`src/rtl/jump_ctrl_pkg.sv`:
```
// Shared types and defaults for the branch/jump control unit.
package jump_ctrl_pkg;

    localparam int D_DEFAULT = 12;

    typedef enum logic [2:0] {
        COND_AL = 3'd0,
        COND_EQ = 3'd1,
        COND_NE = 3'd2,
        COND_MI = 3'd3,
        COND_PL = 3'd4,
        COND_CS = 3'd5,
        COND_CC = 3'd6,
        COND_NV = 3'd7
    } cond_e;

    typedef enum logic {
        IDLE   = 1'b0,
        SHADOW = 1'b1
    } state_e;

endpackage

```
`src/rtl/jump_lut.sv`:
```
// Jump target/offset register file: async reset, synchronous write,
// combinational read that returns the pre-write value on a same-cycle collision.
module jump_lut
    import jump_ctrl_pkg::*;
#(
    parameter int D         = D_DEFAULT,
    parameter int LUT_DEPTH = 16,
    parameter int LW        = $clog2(LUT_DEPTH)
) (
    input  logic          clk,
    input  logic          reset,
    input  logic          we,
    input  logic [LW-1:0] waddr,
    input  logic [D-1:0]  wdata,
    input  logic [LW-1:0] raddr,
    output logic [D-1:0]  rdata
);

    logic [D-1:0] mem [LUT_DEPTH];

    // NOTE: every entry is cleared by reset because a jump right after reset must see target 0, so this cannot map to reset-less RAM.
    always_ff @(posedge clk or posedge reset) begin
        if (reset) begin
            for (int i = 0; i < LUT_DEPTH; i++) begin
                mem[i] <= '0;
            end
        end else if (we) begin
            mem[waddr] <= wdata;
        end
    end

    assign rdata = mem[raddr];

endmodule

```
`src/rtl/jump_ctrl.sv`:
```
// Branch/jump control: evaluates conditions against latched flags, issues a
// one-cycle registered jump pulse and squashes for SHADOW_CYC cycles after it.
// Optional branch statistics counters are enabled with JUMP_CTRL_STATS_EN.
module jump_ctrl
    import jump_ctrl_pkg::*;
#(
    parameter int D          = D_DEFAULT,
    parameter int LUT_DEPTH  = 16,
    parameter int SHADOW_CYC = 1,
    localparam int LW        = $clog2(LUT_DEPTH)
) (
    input  logic          clk,
    input  logic          reset,
    input  logic          br_valid,
    input  logic [2:0]    br_cond,
    input  logic          br_rel,
    input  logic [LW-1:0] br_idx,
    input  logic          flag_we,
    input  logic          alu_zero,
    input  logic          alu_neg,
    input  logic          alu_carry,
    input  logic          lut_we,
    input  logic [LW-1:0] lut_waddr,
    input  logic [D-1:0]  lut_wdata,
    output logic          branch_en,
    output logic          reljump_en,
    output logic          absjump_en,
    output logic [D-1:0]  target,
`ifdef JUMP_CTRL_STATS_EN
    output logic [15:0]   taken_cnt,
    output logic [15:0]   nottaken_cnt,
`endif
    output logic          squash
);

    state_e       state;
    logic [2:0]   shadow_cnt;
    logic         flag_z, flag_n, flag_c;
    logic [D-1:0] lut_rdata;
    logic         taken;
    logic         accept;
    cond_e        cond;

    jump_lut #(.D(D), .LUT_DEPTH(LUT_DEPTH), .LW(LW)) u_lut (
        .clk   (clk),
        .reset (reset),
        .we    (lut_we),
        .waddr (lut_waddr),
        .wdata (lut_wdata),
        .raddr (br_idx),
        .rdata (lut_rdata)
    );

    assign cond   = cond_e'(br_cond);
    assign accept = (state == IDLE) && br_valid;

    // NOTE: taken gets a default before the case so no path leaves it unassigned and infers a latch.
    always_comb begin
        taken = 1'b0;
        unique case (cond)
            COND_AL: taken = 1'b1;
            COND_EQ: taken = flag_z;
            COND_NE: taken = !flag_z;
            COND_MI: taken = flag_n;
            COND_PL: taken = !flag_n;
            COND_CS: taken = flag_c;
            COND_CC: taken = !flag_c;
            COND_NV: taken = 1'b0;
        endcase
    end

    // NOTE: non-blocking assignments keep every register reading pre-edge values, so flags written this edge reach only later branches.
    always_ff @(posedge clk or posedge reset) begin
        if (reset) begin
            flag_z <= 1'b0;
            flag_n <= 1'b0;
            flag_c <= 1'b0;
        end else if (flag_we) begin
            flag_z <= alu_zero;
            flag_n <= alu_neg;
            flag_c <= alu_carry;
        end
    end

    always_ff @(posedge clk or posedge reset) begin
        if (reset) begin
            state      <= IDLE;
            shadow_cnt <= '0;
            branch_en  <= 1'b0;
            reljump_en <= 1'b0;
            absjump_en <= 1'b0;
            target     <= '0;
            squash     <= 1'b0;
        end else begin
            branch_en  <= 1'b0;
            reljump_en <= 1'b0;
            absjump_en <= 1'b0;
            target     <= '0;
            unique case (state)
                IDLE: begin
                    if (accept && taken) begin
                        branch_en  <= 1'b1;
                        reljump_en <= br_rel;
                        absjump_en <= !br_rel;
                        target     <= lut_rdata;
                        squash     <= 1'b1;
                        shadow_cnt <= 3'(SHADOW_CYC);
                        state      <= SHADOW;
                    end
                end
                SHADOW: begin
                    // The count reaching 0 marks the end of the last squash cycle.
                    shadow_cnt <= shadow_cnt - 3'd1;
                    if (shadow_cnt == 3'd1) begin
                        squash <= 1'b0;
                        state  <= IDLE;
                    end
                end
            endcase
        end
    end

`ifdef JUMP_CTRL_STATS_EN
    always_ff @(posedge clk or posedge reset) begin
        if (reset) begin
            taken_cnt    <= '0;
            nottaken_cnt <= '0;
        end else if (accept) begin
            if (taken) begin
                if (taken_cnt != 16'hFFFF) taken_cnt <= taken_cnt + 16'd1;
            end else begin
                if (nottaken_cnt != 16'hFFFF) nottaken_cnt <= nottaken_cnt + 16'd1;
            end
        end
    end
`endif

endmodule
```
`config.mk`:
```
export PLATFORM = sky130hd
export DESIGN_NAME = jump_ctrl
export DESIGN_NICKNAME = d
export VERILOG_FILES = /design/src/rtl/jump_ctrl_pkg.sv /design/src/rtl/jump_lut.sv /design/src/rtl/jump_ctrl.sv
export SDC_FILE = /design/constraint.sdc
export NUM_CORES = 1
export LEC_CHECK = 0
export ABC_AREA = 1
export CORE_ASPECT_RATIO = 1.4
export CORE_MARGIN = 2
export CORE_UTILIZATION = 60
export CTS_CLUSTER_SIZE = 28
export DETAILED_ROUTE_END_ITERATION = 6
export PLACE_DENSITY = 0.79
export SLEW_MARGIN = 20
export SYNTH_ARGS = -nofsm -noshare
export SYNTH_HDL_FRONTEND = slang
export SYNTH_HIERARCHICAL = 1
export SYNTH_SLANG_ARGS = --single-unit
```
`constraint.sdc`:
```
create_clock -name clk -period 14.3 [get_ports clk]
set_clock_uncertainty 0.1 [all_clocks]
set_input_delay 2.86 -clock clk [delete_from_list [all_inputs] [get_ports clk]]
set_output_delay 2.86 -clock clk [all_outputs]
set_load 0.02 [all_outputs]
```
* Yosys cells after proc, flatten, opt, wreduce, memory -nomap -nowiden
Cells that the tools add are included.
** Storage, ports and cells
- Bits in latches :: 0
- Word-level logic and storage cells :: 74
- Bits of input ports :: 32
- Register bits :: 215
- Output and inout bits :: 16
- Bits in read-only memories :: 0
- Memories :: 0
- RAM bits :: 0
** Operators by class
- Reduce and logical (&&, ||, !) cells :: 9
- Multiplexer cells :: 22
- Shift-type cells :: 0
- Multiply operators :: 0
- Bitwise operators :: 3
- Order comparisons :: 3
- Equality and inequality tests :: 10
- Divide/modulo/power cells :: 0
- Add/sub/neg operators :: 1
** Operators with widths (count)
- $bwmux 192 :: 1
- $mux 12 :: 5
- $bmux 12 s4 :: 1
- $demux 12 s4 :: 1
- $eq 3x3->1 const B :: 4
- $ge 5x5->1 const B :: 2
- $not 4->5 :: 2
- $mux 1 :: 9
- $pmux 1 s8 :: 1
- $eq 3x1->1 const B :: 2
- $eq 3x2->1 const B :: 2
- $pmux 3 s2 :: 1
- $lt 5x1->1 const B :: 1
- $logic_not 1->1 :: 4
- $ne 2x1->1 const B :: 2
- $pmux 1 s2 :: 2
- $logic_and 1x1->1 :: 3
- $logic_not 3->1 :: 1
- $mux 3 :: 1
- $sub 3x1->3 const B :: 1
- $reduce_and 2->1 :: 1
- $not 1->1 :: 1

* Logic depth before layout (Yosys ltp)
Gate-level depths: netlist of run 1.
- Word-level depth :: 6
- Mapped depth :: 11
- Depth with buffers taken out :: 9

* Hierarchy
The synthesis of run 1 kept the hierarchy.
** By module, submodules not included
- jump_lut :: area each 9245.1 um2, instances 1, cells each 1248
- jump_ctrl :: area each 942.2 um2, instances 1, cells each 99

* Worst setup path before layout of run 1
Ideal clock, no wire load.
- Kind :: in2reg
- From :: in br_idx[0]
- To :: reg target[5]
- Slack :: 10.186 ns
- Stages :: 10
- Required time :: 14.085 ns
- Setup time :: 0.115 ns
- Data arrival time :: 3.898 ns
- Cells stage by stage :: buf_2 -> buf_2 -> clkbuf_1 -> nand2_1 -> nand3_1 -> nand3_1 -> nand3_1 -> nand2_1 -> inv_1 -> nor2_4
** On the way
- Word-level cells in the longest chain between the ends :: 6
** RTL lines
- from (decl) :: line jump_ctrl.sv:17 : input logic [LW-1:0] br_idx,
- $not 4->5 (implied by the code) :: line jump_lut.sv:32 : assign rdata = mem[raddr];
- $bmux 12 s4 :: line jump_lut.sv:32
- $mux 12 (implied by the code) (2 in series) :: line jump_lut.sv:32
- net lut_rdata[5] :: line jump_ctrl.sv:39 : logic [D-1:0] lut_rdata;
- $mux 12 :: line jump_ctrl.sv:101 : if (accept && taken) begin
- $mux 12 :: line jump_ctrl.sv:99 : unique case (state)
- to (signal assigned) :: line jump_ctrl.sv:105 : target <= lut_rdata;
- to (decl) :: line jump_ctrl.sv:28 : output logic [D-1:0] target,
The timed path passes the listed nets, and every way through them passes these cells. The select of a mux whose other input is x is not followed.
A chain may end at the register's enable or synchronous reset.

* Final worst setup path of run 1
- From :: in br_idx[0]
- To :: reg target[10]
The elaborated chain is that of the path after synthesis.

==> results.md, run 1 <==
- Distinct cells, synth: 21
- Via count: around 8600
- Total Wirelength: approximately 25 mm
- Gr busiest metal: met2
- Root Buffer: clkbuf_16
- Largest net degree at the start of global routing: 117
- DR pass1 iterations: 5
- FF+latch count, synth: roughly 220
- Status: completed
- FMAX: approximately 0.21 GHz
- YS warnings: 6
- Post-CTS sizing: 0
- # clock sinks: roughly 220
- RSZ-0062 raised after global routing: no
- Largest regs: u_lut/mem (192), target (12), shadow_cnt (3)
- Syn avg cell area: ~7.6 um2
- First-pass GRT wire length: slightly above 40 mm
- Setup bufs post-CTS: 0
- Layout cells sized above 1: between 4 and 5%
- Hold Vio Cnt, Final: 0
- Tightest Pin Transition: 1020 ps
- DRT iter0 DRCs: slightly above 800
- Max_slew headroom: 31.7%
- Final-report max-slew violation count: 0
- Met2 Usage GRT: 49.5%
- All-layer global routing usage: ~29%
- CP Launch Type: input port
- Nets: ~1400
- WL/cell: 16.3 um
- GR Util met3: 3.45%
- Initial antenna violation count: 0
- Via-to-Cell Ratio: between 5 and 6
- Post-CTS Hold Fix Bufs: 0
- Critical path arrival: roughly 5200 ps
- Port buffer count: between 40 and 50
- H-tree level count: 1
- Cell Rows: 56
- Chip width: roughly 110 um
- Mapped Nets: 1381
- Vias in the first global route: 8016
- Post-layout min period: 4840 ps
- Max_cap viols: 0
- GPL Wtd Cong: 0.817
- Part of the cycle the worst path needs: about a third
- Core Area: ~17000 um2
- Setup TNS: 0 ps
- CTS tree: built
- P_leak: 5.80 nW
- DRC: 0
- Max FFs per register: around 190
- Final setup violation count: 0
- Power per cell area: between 100 and 150 nW/um2
- Die ar.: ~18000 um2
- Final Util: just under 70%
- Min-delay worst type: register to register
- Clock transition at the registers of the reported paths: around 60 ps
- Critical Path Sink Type: register
- Max Root-Sink Buffers: 3
- Most flops, register: u_lut/mem
- Total CTS buffers: 21
- Mapped Area: approximately 10000 um2
- Final antenna diode count: 0
- Critical path fanouts, max: 50
- Die Y-Extent: between 150 and 200 um
- Met1 GRT Util: roughly two fifths
- Total grt overflow: 0
- Clk Latency, worst-skew pair: approximately 500 ps
- IO Pins: 48
- Initial Util: around three fifths
- Worst vdd ir: between 0.08 and 0.09 mV
- Data required, critical path: about 15000 ps
- Layout area overhead: 10.8%
- Setup CP Type: input port to register
- Post-route antenna net violation count: 0
- Cell count after synthesis: 1347
- Sequential area share after synthesis: between 50% and 60%
- Post-DP HPWL: about 15 mm
==> synthesized netlist by cell type (all sizes together) <==
cell | count | area share [%]
a21oi | 2 | 0.14
nor3 | 3 | 0.29
nand3 | 158 | 7.9
o21ai | 196 | 9.6
dfrtp | 215 | 53
buf | 28 | 1.4
inv | 191 | 7.0
or2 | 1 | 0.061
clkbuf | 56 | 2.1
clkinv | 1 | 0.037
ha | 2 | 0.25
nor2 | 22 | 1.1
nand2 | 472 | 17
==> stage by stage <==
stage	area [um2]	power [mW]	instances	hold slack [ps]	worst slack [ps]
final	11300	1.64	1557	383	9460
after global routing	11300	1.74	1557	404	9270
after CTS	11300	1.65	1557	388	9490
after detailed placement	10600	1.11	1522	373	8980
after global placement	10600	1.10	1522	366	8980
after floorplan	10200	1.02	1347	353	6110
==> final timing paths <==
kind | from | cells after the start | end | slack [ps]
setup / recovery | br_idx[0] | 11 | target[10] | 9460
hold / removal | u_lut/mem[20] | 2 | u_lut/mem[20] | 380
setup reg to reg | state | 6 | shadow_cnt[1] | 12860
hold reg to reg | u_lut/mem[20] | 2 | u_lut/mem[20] | 380
max in group asynchronous | reset | 3 | u_lut/mem[20] | 9750
min in group asynchronous | reset | 2 | u_lut/mem[97] | 2890
==> power breakdown <==
part / switching (mW) / internal (mW) / leakage, nW
combinational: 0.196 / 0.117 / 2.76
clock: 0.223 / 0.313 / 0.327
sequential: 0.0592 / 0.736 / 2.70
total: 0.478 / 1.17 / 5.80
==> placed cells by master, fill, tap and decap left out <==
| cell type | Yosys | layout |
|---|---|---|
| nand2_1 | 472 | 472 |
| clkinv_2 | 0 | 3 |
| a21oi_1 | 1 | 1 |
| a21oi_2 | 1 | 1 |
| inv_2 | 1 | 2 |
| buf_4 | 1 | 9 |
| nand3_1 | 157 | 157 |
| clkbuf_16 | 0 | 21 |
| inv_1 | 190 | 189 |
| nor2_4 | 1 | 1 |
| nor3_2 | 3 | 3 |
| nand3_4 | 1 | 1 |
| buf_2 | 17 | 2 |
| ha_1 | 2 | 2 |
| inv_8 | 0 | 1 |
| clkdlybuf4s50_1 | 0 | 45 |
| dfrtp_1 | 215 | 215 |
| bufinv_16 | 0 | 1 |
| clkbuf_8 | 0 | 5 |
| nor2_1 | 14 | 13 |
| nor2_2 | 7 | 8 |
| or2_2 | 1 | 1 |
| clkbuf_1 | 56 | 5 |
| o21ai_0 | 196 | 196 |
==> per-layer routing <==
metal  wire, um  up-vias
li1           -     4140
met1      10500     4107
met2      12700      313
met3       1560       47
met4        532        0
met5          0        -
==> critical path, cell delays in order <==
cell and delay [ps]:
buf_2 200, inv_2 690, buf_4 600, nand2_1 90, nand2_1 90, nand2_1 50
nand3_1 80, nand3_1 140, nand2_1 170, inv_1 70, nor2_2 90
==> kinds of logic (layout without fill, tap and decap cells) <==
logic type / after synthesis / after routing / share of synthesized area [%]
compound gates: 198 / 198 / 9.76
fa+ha+maj: 2 / 2 / 0.246
buf+inv: 276 / 283 / 10.5
flops: 215 / 215 / 52.8
simple gates: 656 / 656 / 26.7
==> final cells by class <==
| type | count | area, um2 |
|---|---|---|
| timing repair buffer | 56 | 528 |
| multi-input combinational | 856 | 3740 |
| clock buffer | 31 | 613 |
| sequential | 215 | 5380 |
| inverter | 192 | 728 |
| fill | 1385 | 5390 |
| tap | 203 | 254 |
| clock inverter | 4 | 45.0 |
No activity file was read; power rests on OpenSTA's default activity.
==> inputs of run 2 (changes only) <==
--- a/config.mk
+++ b/config.mk
@@ -8,10 +8,10 @@
 export ABC_AREA = 1
 export CORE_ASPECT_RATIO = 1.4
 export CORE_MARGIN = 2
-export CORE_UTILIZATION = 60
+export CORE_UTILIZATION = 55
 export CTS_CLUSTER_SIZE = 28
 export DETAILED_ROUTE_END_ITERATION = 6
-export PLACE_DENSITY = 0.79
+export PLACE_DENSITY = 0.77
 export SLEW_MARGIN = 20
 export SYNTH_ARGS = -nofsm -noshare
 export SYNTH_HDL_FRONTEND = slang
==> constraint.sdc (replaced) <==
create_clock -name clk -period 4.08 [get_ports clk]
set_clock_uncertainty 0.1 [all_clocks]
set_input_delay 0.816 -clock clk [delete_from_list [all_inputs] [get_ports clk]]
set_output_delay 0.816 -clock clk [all_outputs]
set_load 0.02 [all_outputs]
==> run 2 against run 1 <==
Net effect:
- largest power group unchanged
- sequential share of layout area fell by 0.30 points
- register-to-register slack worse by 10000 ps
- cell count rose by 2.7%
- worst hold slack better by 1.4 ps
- clock-buffer cell count decreased by 2
==> results.md, run 2 (synthesis gave the netlist of run 1 again) <==
- Die ar.: between 15000 and 20000 um2
- Setup TNS: 0 ps
- Hold Crit Start: u_lut/mem[5]
- Post-layout min period: between 2000 and 3000 ps
- Total Wirelength: 25.5 mm
- Cell area after layout: 11400 um2
- Tightest Pin Transition: roughly 1200 ps
- Worst vdd ir: around 0.32 mV
- Hold Crit Endpoint: u_lut/mem[5]
- RSZ-0062 raised after global routing: no
- Critical R2R Launch: state
- All-layer global routing usage: a little over a quarter
- Layout area overhead: 11.5%
- Hold Vio Cnt, Final: 0
- Core Area: ~18000 um2
- Final-report max-slew violation count: 0
- Setup CP Type: input port to register
- Power per cell area: about 500 nW/um2
- DR pass1 iterations: 5
- IO Pins: 48
- Final Instance Count excl. Fillers: roughly 1600
- First-pass GRT wire length: approximately 43 mm
- Post-CTS sizing: 0
- FMAX: about 0.38 GHz
- Chip width: approximately 120 um
- Via-to-Cell Ratio: between 5 and 6
- Layout cells sized above 1: between 4 and 5%
- Root Buffer: clkbuf_16
- Initial Util: roughly 56%
- Via count: slightly below 9000
- H-tree level count: 1
- Max_slew headroom: 23.2%
- Max Root-Sink Buffers: 3
- Total design power: about 5.7 mW
- Clk Latency, worst-skew pair: between 400 and 500 ps
- Part of the cycle the worst path needs: approximately 64%
- Final antenna diode count: 0
- Post-DP HPWL: 15.8 mm
- CTS tree: built
- Max_cap viols: 0
- Wl on met1: 10.6 mm
- Final hold slack: 384 ps
- Routed wl met3: between 1.5 and 2 mm
- Commonest non-fill, non-tap cell in the layout: nand2_1
- Critical path fanouts, max: 24
- Final Util: a little over three fifths
- Largest net degree at the start of global routing: a little under 100
- Die Y-Extent: approximately 170 um
- GPL Wtd Cong: ~0.86
- Setup bufs post-CTS: 0
- Post-route antenna net violation count: 0
- Final setup violation count: 0
- Port buffer count: 47
- R2r worst-path depth: 6
- Critical path arrival: ~2900 ps
- DRC: 0
- R2r setup slk: between 2000 and 3000 ps
- Post-route setup slack: between 1000 and 1500 ps
- Cell Rows: 58
- Post-CTS Hold Fix Bufs: 0
- R2r endpoint: shadow_cnt[2]
- Total CTS buffers: 21
- Max FFs per register: 192
- DRT iter0 DRCs: approximately 830
- CP Launch Type: input port
- Vias in the first global route: around 8500
- DP Area: ~11000 um2
- Top sig layer: met4
- Placed instance count: 1567
- WL/cell: roughly 16 um
- # clock sinks: ~220
- Status: completed
- Data required, critical path: 4350 ps
- Most flops, register: u_lut/mem
- P_leak: around 5.8 nW
- Critical Path Sink Type: register
- Hold Path Depth: 2
- Min-delay worst type: register to register
- Largest regs: u_lut/mem (192), target (12), shadow_cnt (3)
- Commonest non-fill, non-tap cells in the layout: nand2_1, dfrtp_1, o21ai_0, inv_1, nand3_1
- Total grt overflow: 0
- Nets: 1384
- Worst slack, placed: 987 ps
- Met2 wire len: 12.6 mm
- Initial antenna violation count: 0
- Clock transition at the registers of the reported paths: ~60 ps
[run 2: final cells by class]
type                    instances  area, um2
clock buffers                  29        566
clock inverters                 3       40.0
fillers                      1540       6710
inverters                     192        724
multi-input cells             856       3740
flip-flops and latches        215       5380
well taps                     240        300
repair buffers                 64        613
[run 2: metal layers]
layer | track usage (%) | vias to the layer above
li1 | - | 4161
met4 | 8.98 | 0
met2 | 47.7 | 318
met3 | 3.28 | 54
met1 | 34.6 | 4152
met5 | 0 | -
[run 2: power breakdown]
| group | switching, mW | internal, mW |
|---|---|---|
| registers | 0.211 | 2.58 |
| clock network | 0.766 | 1.02 |
| logic | 0.685 | 0.416 |
[run 2: worst max-delay path by stage]
stage            startpoint              to  slack [ps]
6_report       lut_waddr[0]  u_lut/mem[177]        1470
5_1_grt        lut_waddr[0]   u_lut/mem[30]        1220
4_1_cts        lut_waddr[0]  u_lut/mem[177]        1480
3_5_place_dp   lut_waddr[0]  u_lut/mem[177]         990
3_3_place_gp   lut_waddr[0]   u_lut/mem[31]        1140
2_1_floorplan         reset    u_lut/mem[0]         690
[run 2: critical path, stage by stage]
cell	delay (ps)
clkdlybuf4s50_1	560
inv_1	110
nor2_1	220
nand3_1	690
o21ai_0	470
==> inputs of run 3 (changes only) <==
==> constraint.sdc (replaced) <==
create_clock -name clk -period 2.21 [get_ports clk]
set_clock_uncertainty 0.1 [all_clocks]
set_input_delay 0.442 -clock clk [delete_from_list [all_inputs] [get_ports clk]]
set_output_delay 0.442 -clock clk [all_outputs]
set_load 0.02 [all_outputs]
==> run 3 against run 2 <==
Net effect:
- routed wire length down 0.75%
- sequential power increased by 84%
- worst hold slack got worse by 190 ps
- sequential cell count unchanged
- critical path type is now register to output pin
==> results.md, run 3 (synthesis gave the netlist of run 1 again) <==
- Status: completed
- Final setup violation count: 0
- Setup CP Type: register to output pin
- Commonest non-fill, non-tap cell in the layout: nand2_1
- Cell area after layout: 11800 um2
- R2r setup slk: 790 ps
- Setup bufs post-CTS: 0
- Total Wirelength: about 25 mm
- IO Pins: 48
- Clock transition at the registers of the reported paths: 60 ps
- Tightest Pin Transition: ~500 ps
- Port buffer count: 47
- Die Y-Extent: between 150 and 200 um
- Layout cells sized above 1: under 10%
- DRC: 0
- All-layer global routing usage: a little over a quarter
- Comb power frac: 19.4%
- Core Area: 18100 um2
- Critical R2R Launch: state
- Critical path fanouts, max: 2
- Final-report max-slew violation count: 0
- Cell Rows: between 50 and 60
- Total CTS buffers: 21
- Clk pwr share: between 30% and 40%
- Max FFs per register: approximately 190
- Nets: roughly 1400
- Crit. Startpoint: squash
- Initial Util: between 50% and 60%
- First-pass GRT wire length: about 43 mm
- Reg power frac: roughly 48%
- P_leak: ~6.0 nW
- CP top delay family: buffers and inverters
- Placed instance count: ~1600
- Via count: just under 9000
- Sw Ratio: 29.1%
- WL/cell: about 16 um
- DRT iter0 DRCs: around 850
- Part of the cycle the worst path needs: between 90% and 100%
- GPL Wtd Cong: approximately 0.86
- Layout area overhead: 15.6%
- Largest net degree at the start of global routing: 59
- Clk Latency, worst-skew pair: approximately 500 ps
- R2r endpoint: shadow_cnt[2]
- CP Depth: 1
- Int Pwr: about 7.6 mW
- DP Area: 11100 um2
- Min-delay worst type: input port to asynchronous set/reset pin
- DR pass1 iterations: 5
- Critical path arrival: ~1500 ps
- Chip width: between 100 and 150 um
- Max_cap viols: 0
- Post-CTS sizing: 0
- Final antenna diode count: 0
- Max incr delay on CP: between 600 and 700 ps
- Critical Path Sink Type: output pin
- Total grt overflow: 0
- CTS tree: built
- Root Buffer: clkbuf_16
- Filler cells: ~1500
- # clock sinks: 215
- Post-layout min period: 2000 ps
- Post-DP HPWL: 15.8 mm
- Worst vdd ir: around 0.48 mV
- Final Instance Count excl. Fillers: 1620
- R2r worst-path depth: 6
- Largest regs: u_lut/mem (192), target (12), shadow_cnt (3)
- Max_slew headroom: about 67%
- Die ar.: 19600 um2
- Worst path bufs/invs: 1
- Vias in the first global route: roughly 8500
- Max Root-Sink Buffers: 3
- Post-CTS Hold Fix Bufs: 0
- CP Launch Type: register
- Switching pwr: approximately 3.1 mW
- RSZ-0062 raised after global routing: no
- Initial antenna violation count: 0
- Slowest-stage cell, CP: clkdlybuf4s50_1
- Via-to-Cell Ratio: ~5.4
- H-tree level count: 1
- Data required, critical path: between 1500 and 2000 ps
- Hold Vio Cnt, Final: 0
- Post-route antenna net violation count: 0
- Crit-path cells: clkdlybuf4s50_1
- Power per cell area: slightly above 900 nW/um2
- Most flops, register: u_lut/mem
- Final Util: between 60% and 70%
- Commonest non-fill, non-tap cells in the layout: nand2_1, dfrtp_1, o21ai_0, inv_1, nand3_1
- FMAX: 0.499 GHz
==> run 3: cell type report <==
| cell class | count | area, um2 | share of cell area [%] |
|---|---|---|---|
| multi-input combinational | 856 | 3740 | 31.8 |
| clock inverter | 3 | 50.0 | 0.425 |
| sequential | 215 | 5380 | 45.7 |
| inverter | 192 | 724 | 6.15 |
| timing repair buffer | 83 | 956 | 8.12 |
| clock buffer | 31 | 623 | 5.29 |
| tap | 240 | 300 | 2.55 |
==> run 3: metal layers <==
layer	global-route usage [%]	up-vias	wire length, um
li1	-	4205	-
met1	35.0	4148	10700
met2	46.8	336	12400
met3	3.04	49	1580
met4	10.3	0	658
met5	0	-	0
==> run 3: worst max-delay path by stage <==
stage	to	slack [ps]
global route	target[2]	180
finish	squash	210
detailed placement	u_lut/mem[41]	190
global placement	u_lut/mem[39]	210
floorplan	u_lut/mem[0]	-810
CTS	target[2]	200
==> run 3: power groups by stage <==
| stage | sequential (mW) | combinational (mW) | clock, mW |
|---|---|---|---|
| finish | 5.14 | 2.09 | 3.55 |
| CTS | 5.14 | 2.10 | 3.60 |
| global placement | 5.17 | 2.00 | 0 |
| detailed placement | 5.20 | 2.07 | 0 |
| global route | 5.24 | 2.44 | 3.76 |
| floorplan | 5.16 | 1.46 | 0 |
==> run 3: per-stage QoR <==
step	TNS [ps]	hold WS, ps	total power, mW	setup WS, ps
global placement	0	365	7.16	213
global route	0	241	11.4	181
CTS	0	203	10.8	198
detailed placement	0	373	7.27	187
floorplan	-155220	344	6.62	-808
finish	0	196	10.8	206
